`config.mk`:
```
export PLATFORM = sky130hd
export DESIGN_NAME = tx_arbiter_flat
export DESIGN_NICKNAME = d
export VERILOG_FILES = /design/src/rtl/tx_arbiter_pkg.sv /design/src/rtl/tx_arbiter_if.sv /design/src/rtl/tx_arbiter_rr_pick.sv /design/src/rtl/tx_arbiter.sv /design/src/flat_wrapper.sv
export SDC_FILE = /design/constraint.sdc
export NUM_CORES = 1
export LEC_CHECK = 0
export BUFFER_PORTS_ARGS = -buffer_cell sky130_fd_sc_hd__buf_2
export CAP_MARGIN = 25
export CORE_UTILIZATION = 30
export CTS_BUF_LIST = sky130_fd_sc_hd__clkbuf_4
export DETAILED_ROUTE_END_ITERATION = 10
export SYNTH_ARGS = -nofsm -noshare
export SYNTH_HDL_FRONTEND = slang
export SYNTH_SLANG_ARGS = --single-unit
export TNS_END_PERCENT = 50
```
`constraint.sdc`:
```
create_clock -name clk -period 7.5 [get_ports clk]
set_input_delay 1.125 -clock clk [delete_from_list [all_inputs] [get_ports clk]]
set_output_delay 1.125 -clock clk [all_outputs]
set_load 0.05 [all_outputs]
```
`src/rtl/tx_arbiter_pkg.sv`:
```
// Shared types and widths for the transmit arbiter and the per-stock systems.
package tx_arbiter_pkg;

  localparam int PRICE_W = 32;
  localparam int VOL_W   = 32;
  localparam int ADDR_W  = 8;

  typedef enum logic [1:0] {
    ST_IDLE,
    ST_SEND,
    ST_WAIT,
    ST_GAP
  } state_t;

  // One order as presented by a trading system.
  typedef struct packed {
    logic               side;
    logic [PRICE_W-1:0] price;
    logic [VOL_W-1:0]   vol;
  } order_t;

  // Index width that stays legal for a single requester.
  function automatic int idx_width(input int n);
    return (n > 1) ? $clog2(n) : 1;
  endfunction

endpackage

```
`src/rtl/tx_arbiter_if.sv`:
```
// Order request bus from the systems plus the UART transmit handshake.
interface tx_arbiter_if
  import tx_arbiter_pkg::*;
#(
  parameter int N_SYS = 4
);

  logic [N_SYS-1:0]         ord_req;
  logic [N_SYS-1:0]         ord_side;
  logic [PRICE_W*N_SYS-1:0] ord_price;
  logic [VOL_W*N_SYS-1:0]   ord_vol;
  logic [N_SYS-1:0]         ord_ack;

  logic [ADDR_W-1:0]        tx_addr;
  logic                     tx_side;
  logic [PRICE_W-1:0]       tx_price;
  logic [VOL_W-1:0]         tx_vol;
  logic                     tx_dv;
  logic                     tx_done;

  // Arbiter side.
  modport master (
    input  ord_req, ord_side, ord_price, ord_vol, tx_done,
    output ord_ack, tx_addr, tx_side, tx_price, tx_vol, tx_dv
  );

  // Systems and UART side.
  modport slave (
    output ord_req, ord_side, ord_price, ord_vol, tx_done,
    input  ord_ack, tx_addr, tx_side, tx_price, tx_vol, tx_dv
  );

endinterface

```
`src/rtl/tx_arbiter_rr_pick.sv`:
```
// Combinational round-robin picker: first set request at or above rr_ptr, wrapping.
module tx_arbiter_rr_pick
  import tx_arbiter_pkg::*;
#(
  parameter int N_SYS = 4,
  localparam int IDX_W = idx_width(N_SYS)
) (
  input  logic [N_SYS-1:0] req,
  input  logic [IDX_W-1:0] rr_ptr,
  output logic [IDX_W-1:0] winner,
  output logic             valid
);

  // Walk offsets from farthest to nearest so the nearest set bit is the last one written.
  always_comb begin
    winner = '0;
    valid  = 1'b0;
    for (int i = N_SYS - 1; i >= 0; i--) begin
      if (req[(int'(rr_ptr) + i) % N_SYS]) begin
        winner = IDX_W'((int'(rr_ptr) + i) % N_SYS);
        valid  = 1'b1;
      end
    end
  end

endmodule

```
`src/rtl/tx_arbiter.sv`:
```
// Shares the single UART transmit path between the trading systems.
//
// state | meaning
// IDLE  | waiting for any request; grants the round-robin winner
// SEND  | tx_dv high for this one cycle, fields valid
// WAIT  | waiting for tx_done, aborts after TIMEOUT_CYCLES
// GAP   | GAP_CYCLES guard cycles, requests ignored
module tx_arbiter
  import tx_arbiter_pkg::*;
#(
  parameter int N_SYS          = 4,
  parameter int GAP_CYCLES     = 2,
  parameter int TIMEOUT_CYCLES = 65535
) (
  input  logic         clk,
  input  logic         reset,
  tx_arbiter_if.master bus,
  output logic         busy,
  output logic         err_timeout,
  output logic [31:0]  tx_count
);

  localparam int IDX_W  = idx_width(N_SYS);
  localparam int WAIT_W = $clog2(TIMEOUT_CYCLES + 1);
  localparam int GAP_W  = $clog2(GAP_CYCLES + 1);

  state_t             state_q, state_d;
  logic [IDX_W-1:0]   rr_ptr_q, rr_ptr_d;
  logic [WAIT_W-1:0]  wait_cnt_q, wait_cnt_d;
  logic [GAP_W-1:0]   gap_cnt_q, gap_cnt_d;
  logic [N_SYS-1:0]   ack_q, ack_d;
  logic [ADDR_W-1:0]  addr_q, addr_d;
  order_t             order_q, order_d;
  logic               dv_q, dv_d;
  logic               busy_q, busy_d;
  logic               err_q, err_d;
  logic [31:0]        count_q, count_d;

  logic [IDX_W-1:0]   winner;
  logic               win_valid;

  tx_arbiter_rr_pick #(
    .N_SYS (N_SYS)
  ) u_pick (
    .req    (bus.ord_req),
    .rr_ptr (rr_ptr_q),
    .winner (winner),
    .valid  (win_valid)
  );

  // Next-state and registered-output computation; everything not assigned holds or pulses low.
  always_comb begin
    state_d    = state_q;
    rr_ptr_d   = rr_ptr_q;
    wait_cnt_d = wait_cnt_q;
    gap_cnt_d  = gap_cnt_q;
    ack_d      = '0;
    addr_d     = addr_q;
    order_d    = order_q;
    dv_d       = 1'b0;
    err_d      = 1'b0;
    count_d    = count_q;

    unique case (state_q)
      ST_IDLE: begin
        if (win_valid) begin
          state_d       = ST_SEND;
          ack_d         = N_SYS'(1) << winner;
          addr_d        = ADDR_W'(winner);
          order_d.side  = bus.ord_side[winner];
          order_d.price = bus.ord_price[int'(winner) * PRICE_W +: PRICE_W];
          order_d.vol   = bus.ord_vol[int'(winner) * VOL_W +: VOL_W];
          rr_ptr_d      = (winner == IDX_W'(N_SYS - 1)) ? '0 : winner + IDX_W'(1);
          dv_d          = 1'b1;
        end
      end
      ST_SEND: begin
        state_d    = ST_WAIT;
        wait_cnt_d = '0;
      end
      ST_WAIT: begin
        // A completion on the last allowed cycle still counts as a send.
        if (bus.tx_done) begin
          count_d   = count_q + 32'd1;
          state_d   = ST_GAP;
          gap_cnt_d = '0;
        end else if (wait_cnt_q == WAIT_W'(TIMEOUT_CYCLES - 1)) begin
          err_d     = 1'b1;
          state_d   = ST_GAP;
          gap_cnt_d = '0;
        end else begin
          wait_cnt_d = wait_cnt_q + WAIT_W'(1);
        end
      end
      ST_GAP: begin
        if (gap_cnt_q == GAP_W'(GAP_CYCLES - 1)) begin
          state_d = ST_IDLE;
        end else begin
          gap_cnt_d = gap_cnt_q + GAP_W'(1);
        end
      end
      default: state_d = ST_IDLE;
    endcase

    busy_d = (state_d != ST_IDLE);
  end

  // State and output registers; reset abandons any send in flight.
  always_ff @(posedge clk or posedge reset) begin
    if (reset) begin
      state_q    <= ST_IDLE;
      rr_ptr_q   <= '0;
      wait_cnt_q <= '0;
      gap_cnt_q  <= '0;
      ack_q      <= '0;
      addr_q     <= '0;
      order_q    <= '0;
      dv_q       <= 1'b0;
      busy_q     <= 1'b0;
      err_q      <= 1'b0;
      count_q    <= '0;
    end else begin
      state_q    <= state_d;
      rr_ptr_q   <= rr_ptr_d;
      wait_cnt_q <= wait_cnt_d;
      gap_cnt_q  <= gap_cnt_d;
      ack_q      <= ack_d;
      addr_q     <= addr_d;
      order_q    <= order_d;
      dv_q       <= dv_d;
      busy_q     <= busy_d;
      err_q      <= err_d;
      count_q    <= count_d;
    end
  end

  assign bus.ord_ack  = ack_q;
  assign bus.tx_addr  = addr_q;
  assign bus.tx_side  = order_q.side;
  assign bus.tx_price = order_q.price;
  assign bus.tx_vol   = order_q.vol;
  assign bus.tx_dv    = dv_q;
  assign busy         = busy_q;
  assign err_timeout  = err_q;
  assign tx_count     = count_q;

endmodule

```
`src/flat_wrapper.sv`:
```
// flat-port wrapper written by rule: the top's interface ports become plain ports
module tx_arbiter_flat import tx_arbiter_pkg::*;
#(
  parameter int N_SYS          = 4,
  parameter int GAP_CYCLES     = 2,
  parameter int TIMEOUT_CYCLES = 65535
)
  (clk, reset, busy, err_timeout, tx_count, bus_ord_req, bus_ord_side, bus_ord_price, bus_ord_vol, bus_tx_done, bus_ord_ack, bus_tx_addr, bus_tx_side, bus_tx_price, bus_tx_vol, bus_tx_dv);
  tx_arbiter_if #(.N_SYS(N_SYS)) bus_i ();
  input  logic clk;
  input  logic reset;
  output logic busy;
  output logic err_timeout;
  output logic [31:0] tx_count;
  input wire logic [$bits(bus_i.ord_req)-1:0] bus_ord_req;
  input wire logic [$bits(bus_i.ord_side)-1:0] bus_ord_side;
  input wire logic [$bits(bus_i.ord_price)-1:0] bus_ord_price;
  input wire logic [$bits(bus_i.ord_vol)-1:0] bus_ord_vol;
  input wire logic [$bits(bus_i.tx_done)-1:0] bus_tx_done;
  output wire logic [$bits(bus_i.ord_ack)-1:0] bus_ord_ack;
  output wire logic [$bits(bus_i.tx_addr)-1:0] bus_tx_addr;
  output wire logic [$bits(bus_i.tx_side)-1:0] bus_tx_side;
  output wire logic [$bits(bus_i.tx_price)-1:0] bus_tx_price;
  output wire logic [$bits(bus_i.tx_vol)-1:0] bus_tx_vol;
  output wire logic [$bits(bus_i.tx_dv)-1:0] bus_tx_dv;
  assign bus_i.ord_req = bus_ord_req;
  assign bus_i.ord_side = bus_ord_side;
  assign bus_i.ord_price = bus_ord_price;
  assign bus_i.ord_vol = bus_ord_vol;
  assign bus_i.tx_done = bus_tx_done;
  assign bus_ord_ack = bus_i.ord_ack;
  assign bus_tx_addr = bus_i.tx_addr;
  assign bus_tx_side = bus_i.tx_side;
  assign bus_tx_price = bus_i.tx_price;
  assign bus_tx_vol = bus_i.tx_vol;
  assign bus_tx_dv = bus_i.tx_dv;
  tx_arbiter #(.N_SYS(N_SYS), .GAP_CYCLES(GAP_CYCLES), .TIMEOUT_CYCLES(TIMEOUT_CYCLES)) u_core (.clk(clk), .reset(reset), .bus(bus_i), .busy(busy), .err_timeout(err_timeout), .tx_count(tx_count));
endmodule
```
# After elaboration in Yosys (flattened, before gate mapping)
# Index checks and enable logic that the tools add are counted.
# totals
memories,0
ram_bits,0
inputBits,267
register_bits,128
mem_bits_ro,0
latch_bits,0
out_inout_bits,112
# classes
div,0
n_eq_ne,10
addsub,7
multipliers,0
bitwise,3
n_lt_le_gt_ge,5
n_reduce_logical,11
mux,41
shift,3
# ops
cell,count
128-bit by 8-bit indexed part select with 32-bit output,2
"32-bit by 1-bit adder with 32-bit output, second input constant",1
16-bit 2-to-1 mux,2
16-bit one-hot mux with 2 select lines,1
2-bit 2-to-1 mux,12
1-bit 2-to-1 mux,17
"16-bit by 1-bit adder with 16-bit output, second input constant",1
"16-bit == test, second input constant",1
"3-bit by 4-bit less-than comparator with 1-bit output, second input constant",3
1-bit binary-select mux with 2-bit select,5
4-bit 2-to-1 mux,2
2-bit one-hot mux with 4 select lines,1
"2-bit by 1-bit adder with 2-bit output, second input constant",3
"2-bit == test, second input constant",3
"2-bit by 3-bit less-than comparator with 1-bit output, second input constant",2
"2-bit != test, second input constant",3
3-bit AND reduction,2
2-bit nonzero test,3
2-bit OR reduction,3
"2-bit adder, second input constant",2
"2-bit by 1-bit == test with 1-bit output, second input constant",2
2-bit one-hot mux with 2 select lines,1
2-bit AND reduction,2
"1-bit by 2-bit << shifter with 4-bit output, first input constant",1
other kinds (3),5

# Longest topological paths before layout
# logic_depth
depth_word,13
ltp_mapped,9

# Hierarchy
# A second synthesis with hierarchy kept.
# hier_totals
cells_unflattened,510
hier_area_um2,7035.5
# modules_own_cells
mod,seq_area_each_um2,instances,cells_each,area_each_um2
tx_arbiter,3203.1,1,497,6957.9
tx_arbiter_rr_pick,0.0,1,13,77.6

# Worst setup path after synthesis
# OpenSTA, ideal clock, no wires.
# synth_timing
kind,input-to-reg
from,input port bus_ord_req[1]
to,register u_core.order_q (netlist bit u_core.bus.tx_vol[21])
path_slack_ns,4.923
t_arrival_ns,2.451
cell_stages,7
path_cell_list,a21boi_1 > o22a_1 > nand2_2 > buf_6 > buf_6 > mux2_1 > a221o_1
# synth_via
elab_chain_cells,8
word_cells_on_any_way,21
classes_between,shift (1); mux (19); reduce/logical (1)
# synth_rtl
element,line,text
from (decl),flat_wrapper.sv:15,input wire logic [$bits(bus_i.ord_req)-1:0] bus_ord_req;
1-bit binary-select mux with 2-bit select,tx_arbiter_rr_pick.sv:19,if (req[(int'(rr_ptr) + i) % N_SYS]) begin
1-bit 2-to-1 mux (implied by the code) (2 in a row),tx_arbiter_rr_pick.sv:19,
2-bit 2-to-1 mux or 1-bit 2-to-1 mux (tied branches) (4 in a row),tx_arbiter_rr_pick.sv:19,
128-bit by 8-bit indexed part select with 32-bit output or 2-bit AND reduction (tied branches),--,
to (signal assigned),tx_arbiter.sv:129,order_q <= order_d;
to (decl),tx_arbiter.sv:33,"order_t order_q, order_d;"
# Parallel ways exist; a longest one is shown, timed or not. The select of a mux whose other input is x is not followed.
# A chain may end at the register's enable or synchronous reset.

# Worst setup path after layout
# layout_timing
from,input port bus_ord_req[2]
to,register u_core.order_q (netlist bit u_core.bus.tx_vol[14])
# Same word-level chain as after synthesis.

==> metrics.txt <==
# TYPE chip_impl_metric gauge
chip_impl_info{name="outcome",value="completed"} 1
chip_impl_metric{name="min_delay_path_depth",unit=""} 1
chip_impl_metric{name="share_of_cells_above_drive_strength_1",unit=""} 0.433
chip_impl_metric{name="worstRegToRegCells",unit=""} 5
chip_impl_metric{name="final_antenna_net_count",unit=""} 0
chip_impl_metric{name="clock.fmax",unit="MHz"} 290
chip_impl_metric{name="syn_area_per_cell",unit="um2"} 9.78
chip_impl_metric{name="finalInstanceArea",unit="um2"} 9790
chip_impl_metric{name="ys_async_sr_fraction",unit=""} 1.00
chip_impl_metric{name="post_cts_buffers",unit=""} 0
chip_impl_metric{name="post_drt_wl_per_cell",unit="um"} 18.9
chip_impl_metric{name="dpl.hpwl",unit="um"} 19000
chip_impl_metric{name="worst-r2r-setup-slack",unit="ps"} 4270
chip_impl_metric{name="die_height",unit="um"} 158
chip_impl_metric{name="synth.lib_cells_used.distinct",unit=""} 45
chip_impl_info{name="regToRegStartpoint",value="u_core.state_q[0]"} 1
chip_impl_metric{name="finalSetupViolCount",unit=""} 0
chip_impl_metric{name="total_grt_overflow",unit=""} 0
chip_impl_metric{name="synth_sequential_area_ratio",unit=""} 0.438
chip_impl_metric{name="yosysWarnings",unit=""} 0
chip_impl_metric{name="num_rows",unit=""} 56
chip_impl_metric{name="placed_cell_area",unit="um2"} 9450
chip_impl_metric{name="slew_violations",unit=""} 0
chip_impl_metric{name="dieWidth",unit="um"} 158
chip_impl_metric{name="data_arrival_time_of_the_critical_path",unit="ps"} 3860
chip_impl_metric{name="largest_net_degree_at_the_start_of_global_routing",unit=""} 77
chip_impl_info{name="cts_tree",value="yes"} 1
chip_impl_metric{name="powerDensity",unit="nW/um2"} 358
chip_impl_metric{name="cts.clk_slew.worst_paths",unit="ps"} 130
chip_impl_metric{name="mappedNetlistArea",unit="um2"} 7320
chip_impl_metric{name="grt_antenna_before_repair",unit=""} 7
chip_impl_info{name="hold_path_startpoint",value="u_core.tx_count[31]"} 1
chip_impl_info{name="startpoint_type",value="input port"} 1
chip_impl_metric{name="vias",unit=""} 7450
chip_impl_metric{name="clock_insertion_delay_worst_skew",unit="ps"} 540
chip_impl_info{name="rsz0062_at_grt",value="no"} 1
chip_impl_metric{name="setup_tns",unit="ps"} 0
chip_impl_metric{name="starting_drc_count_in_detailed_routing",unit=""} 431
chip_impl_metric{name="top_level_ports",unit=""} 379
chip_impl_metric{name="numPortBuffers",unit=""} 372
chip_impl_metric{name="worst_tran_pin_value",unit="ps"} 1130
chip_impl_info{name="timing.hold.worst_endpoint",value="u_core.tx_count[31]"} 1
chip_impl_metric{name="final.hold.worst_slack",unit="ps"} 470
chip_impl_metric{name="grt_usage",unit=""} 0.211
chip_impl_metric{name="drt_first_pass_iters",unit=""} 5
chip_impl_metric{name="hold_viol",unit=""} 0
chip_impl_metric{name="dpl.cell_count",unit=""} 1388
chip_impl_metric{name="wire_length_of_the_first_global_routing_pass",unit="um"} 40000
chip_impl_metric{name="cts_made_buffers",unit=""} 17
chip_impl_metric{name="vdd.ir_drop.worst",unit="uV"} 236
chip_impl_info{name="mostFrequentLayoutCell",value="sky130_fd_sc_hd__buf_2"} 1
chip_impl_metric{name="min_period",unit="ps"} 3450
chip_impl_info{name="min_path_type",value="flip-flop to flip-flop"} 1
chip_impl_metric{name="drt_drc_violations_left",unit=""} 0
chip_impl_metric{name="initial_core_util",unit=""} 0.309
chip_impl_metric{name="worst_slack",unit="ps"} 4050
chip_impl_metric{name="postLayoutCoreUtil",unit=""} 0.414
chip_impl_metric{name="critical_path.max_fanout",unit=""} 76
chip_impl_metric{name="dieArea",unit="um2"} 25000
chip_impl_metric{name="cts_hold_buf",unit=""} 0
chip_impl_metric{name="clock_path_buffers",unit=""} 2
chip_impl_info{name="cts-root-buf",value="sky130_fd_sc_hd__clkbuf_4"} 1
chip_impl_metric{name="post_layout_nonfiller_instances",unit=""} 1425
chip_impl_metric{name="period_share",unit=""} 0.460
chip_impl_metric{name="max_cap_viol_count",unit=""} 0
chip_impl_metric{name="gp_routability_congestion",unit=""} 0.829
chip_impl_metric{name="required",unit="ps"} 7910
chip_impl_metric{name="cts.htree.levels",unit=""} 4
chip_impl_metric{name="p_leak",unit="nW"} 4.77
chip_impl_metric{name="flops_latches_synth",unit=""} 128
chip_impl_metric{name="drt-total-wl",unit="um"} 26900
chip_impl_metric{name="pre_cts_slack",unit="ps"} 3560
chip_impl_info{name="crit_path_end_kind",value="flip-flop"} 1
chip_impl_metric{name="vias_in_the_first_global_route",unit=""} 6905
chip_impl_info{name="commonest_cells_after_routing_fill_and_taps_aside",value="sky130_fd_sc_hd__buf_2, sky130_fd_sc_hd__dfrtp_1, sky130_fd_sc_hd__nand3_1"} 1
chip_impl_metric{name="totalPowerFinal",unit="mW"} 3.50
chip_impl_metric{name="tritoncts_num_sinks",unit=""} 128
chip_impl_metric{name="synth-edff-count",unit=""} 0
chip_impl_metric{name="fin_worst_skew",unit="ps"} 26.8
chip_impl_metric{name="relative_max_transition_margin",unit=""} 0.248
chip_impl_metric{name="postSynthCellCount",unit=""} 748
chip_impl_metric{name="core",unit="um2"} 23700
chip_impl_info{name="rr_endpoint",value="u_core.bus.tx_vol[14]"} 1
chip_impl_metric{name="nNetsFinal",unit=""} 1364
chip_impl_metric{name="signed_area_change_from_the_synthesized_netlist_to_the_final_layout",unit="%"} 33.8
chip_impl_metric{name="post_drt_via_cell_ratio",unit=""} 5.23
chip_impl_info{name="path_class",value="input port to flip-flop"} 1
chip_impl_metric{name="cts.repair.resized",unit=""} 0
chip_impl_info{name="ys.flop_type",value="sky130_fd_sc_hd__dfrtp_1"} 1
## where the power goes
part / total, mW / leakage (nW) / switching (mW) / internal (mW)
Combinational: 1.89 / 2.95 / 1.31 / 0.584
Sequential: 1.06 / 1.65 / 0.163 / 0.902
Clock: 0.550 / 0.166 / 0.282 / 0.268
## sequential cells by signal, summed over array words and instances (netlist names), 2 cells and up
| signal | count |
|---|---|
| u_core.bus.tx_vol | 32 |
| u_core.bus.ord_ack | 4 |
| u_core.bus.tx_price | 32 |
| u_core.gap_cnt_q | 2 |
| u_core.tx_count | 32 |
| u_core.rr_ptr_q | 2 |
| u_core.bus.tx_addr | 2 |
| u_core.state_q | 2 |
| u_core.wait_cnt_q | 16 |
## cells in the mapped netlist, drive strengths merged (8+ instances only)
cell / instances / area (um2)
a21oi: 74 / 370
a221o: 65 / 651
and2: 8 / 50.1
buf: 29 / 173
clkbuf: 37 / 139
dfrtp: 128 / 3200
ha: 8 / 100
inv: 9 / 33.8
mux2: 66 / 743
nand2: 32 / 123
nand3: 84 / 420
nand4: 10 / 62.6
nor2: 28 / 108
o21ai: 74 / 370
xnor2: 28 / 245
xor2: 13 / 114
## routing by layer
metal	global-route usage	wire length, um
met4	0.0687	516
met2	0.330	12800
met3	0.0523	1890
met1	0.284	11700
met5	0	27
## how the worst max path moves through the flow
stage	depth (start not counted)	start	end	slack (ps)
after floorplan	1	reset	u_core.bus.ord_ack[0]	2960
after global placement	6	bus_ord_req[2]	u_core.bus.tx_price[26]	3640
after detailed placement	6	bus_ord_req[2]	u_core.bus.tx_price[27]	3560
after CTS	6	bus_ord_req[2]	u_core.bus.tx_price[20]	4150
after global routing	6	bus_ord_req[2]	u_core.bus.tx_vol[17]	3990
final	6	bus_ord_req[2]	u_core.bus.tx_vol[14]	4050
## kinds of logic after synthesis
logic type / after synthesis / synth area share
mux: 68 / 0.104
buf+inv: 75 / 0.0472
fa+ha+maj: 8 / 0.0137
other cells: 1 / 0.000512
flops: 128 / 0.438
simple gates: 201 / 0.143
xor+xnor: 41 / 0.0491
compound gates: 226 / 0.205
## area by class of cell
type | count | area [um2]
flip-flops and latches | 128 | 3200
multi-input cells | 550 | 3830
diodes | 5 | 12.5
well taps | 319 | 399
clock buffers | 18 | 135
inverters | 9 | 38.8
clock inverters | 13 | 188
repair buffers | 383 | 1980
fillers | 2438 | 13900
## critical path: stages
cell and delay, ps:
sky130_fd_sc_hd__buf_2 130, sky130_fd_sc_hd__nor4_1 290, sky130_fd_sc_hd__nand2b_4 820, sky130_fd_sc_hd__or3_2 980, sky130_fd_sc_hd__a21oi_1 100, sky130_fd_sc_hd__a221o_1 310
No activity file was read; power rests on OpenSTA's default activity.
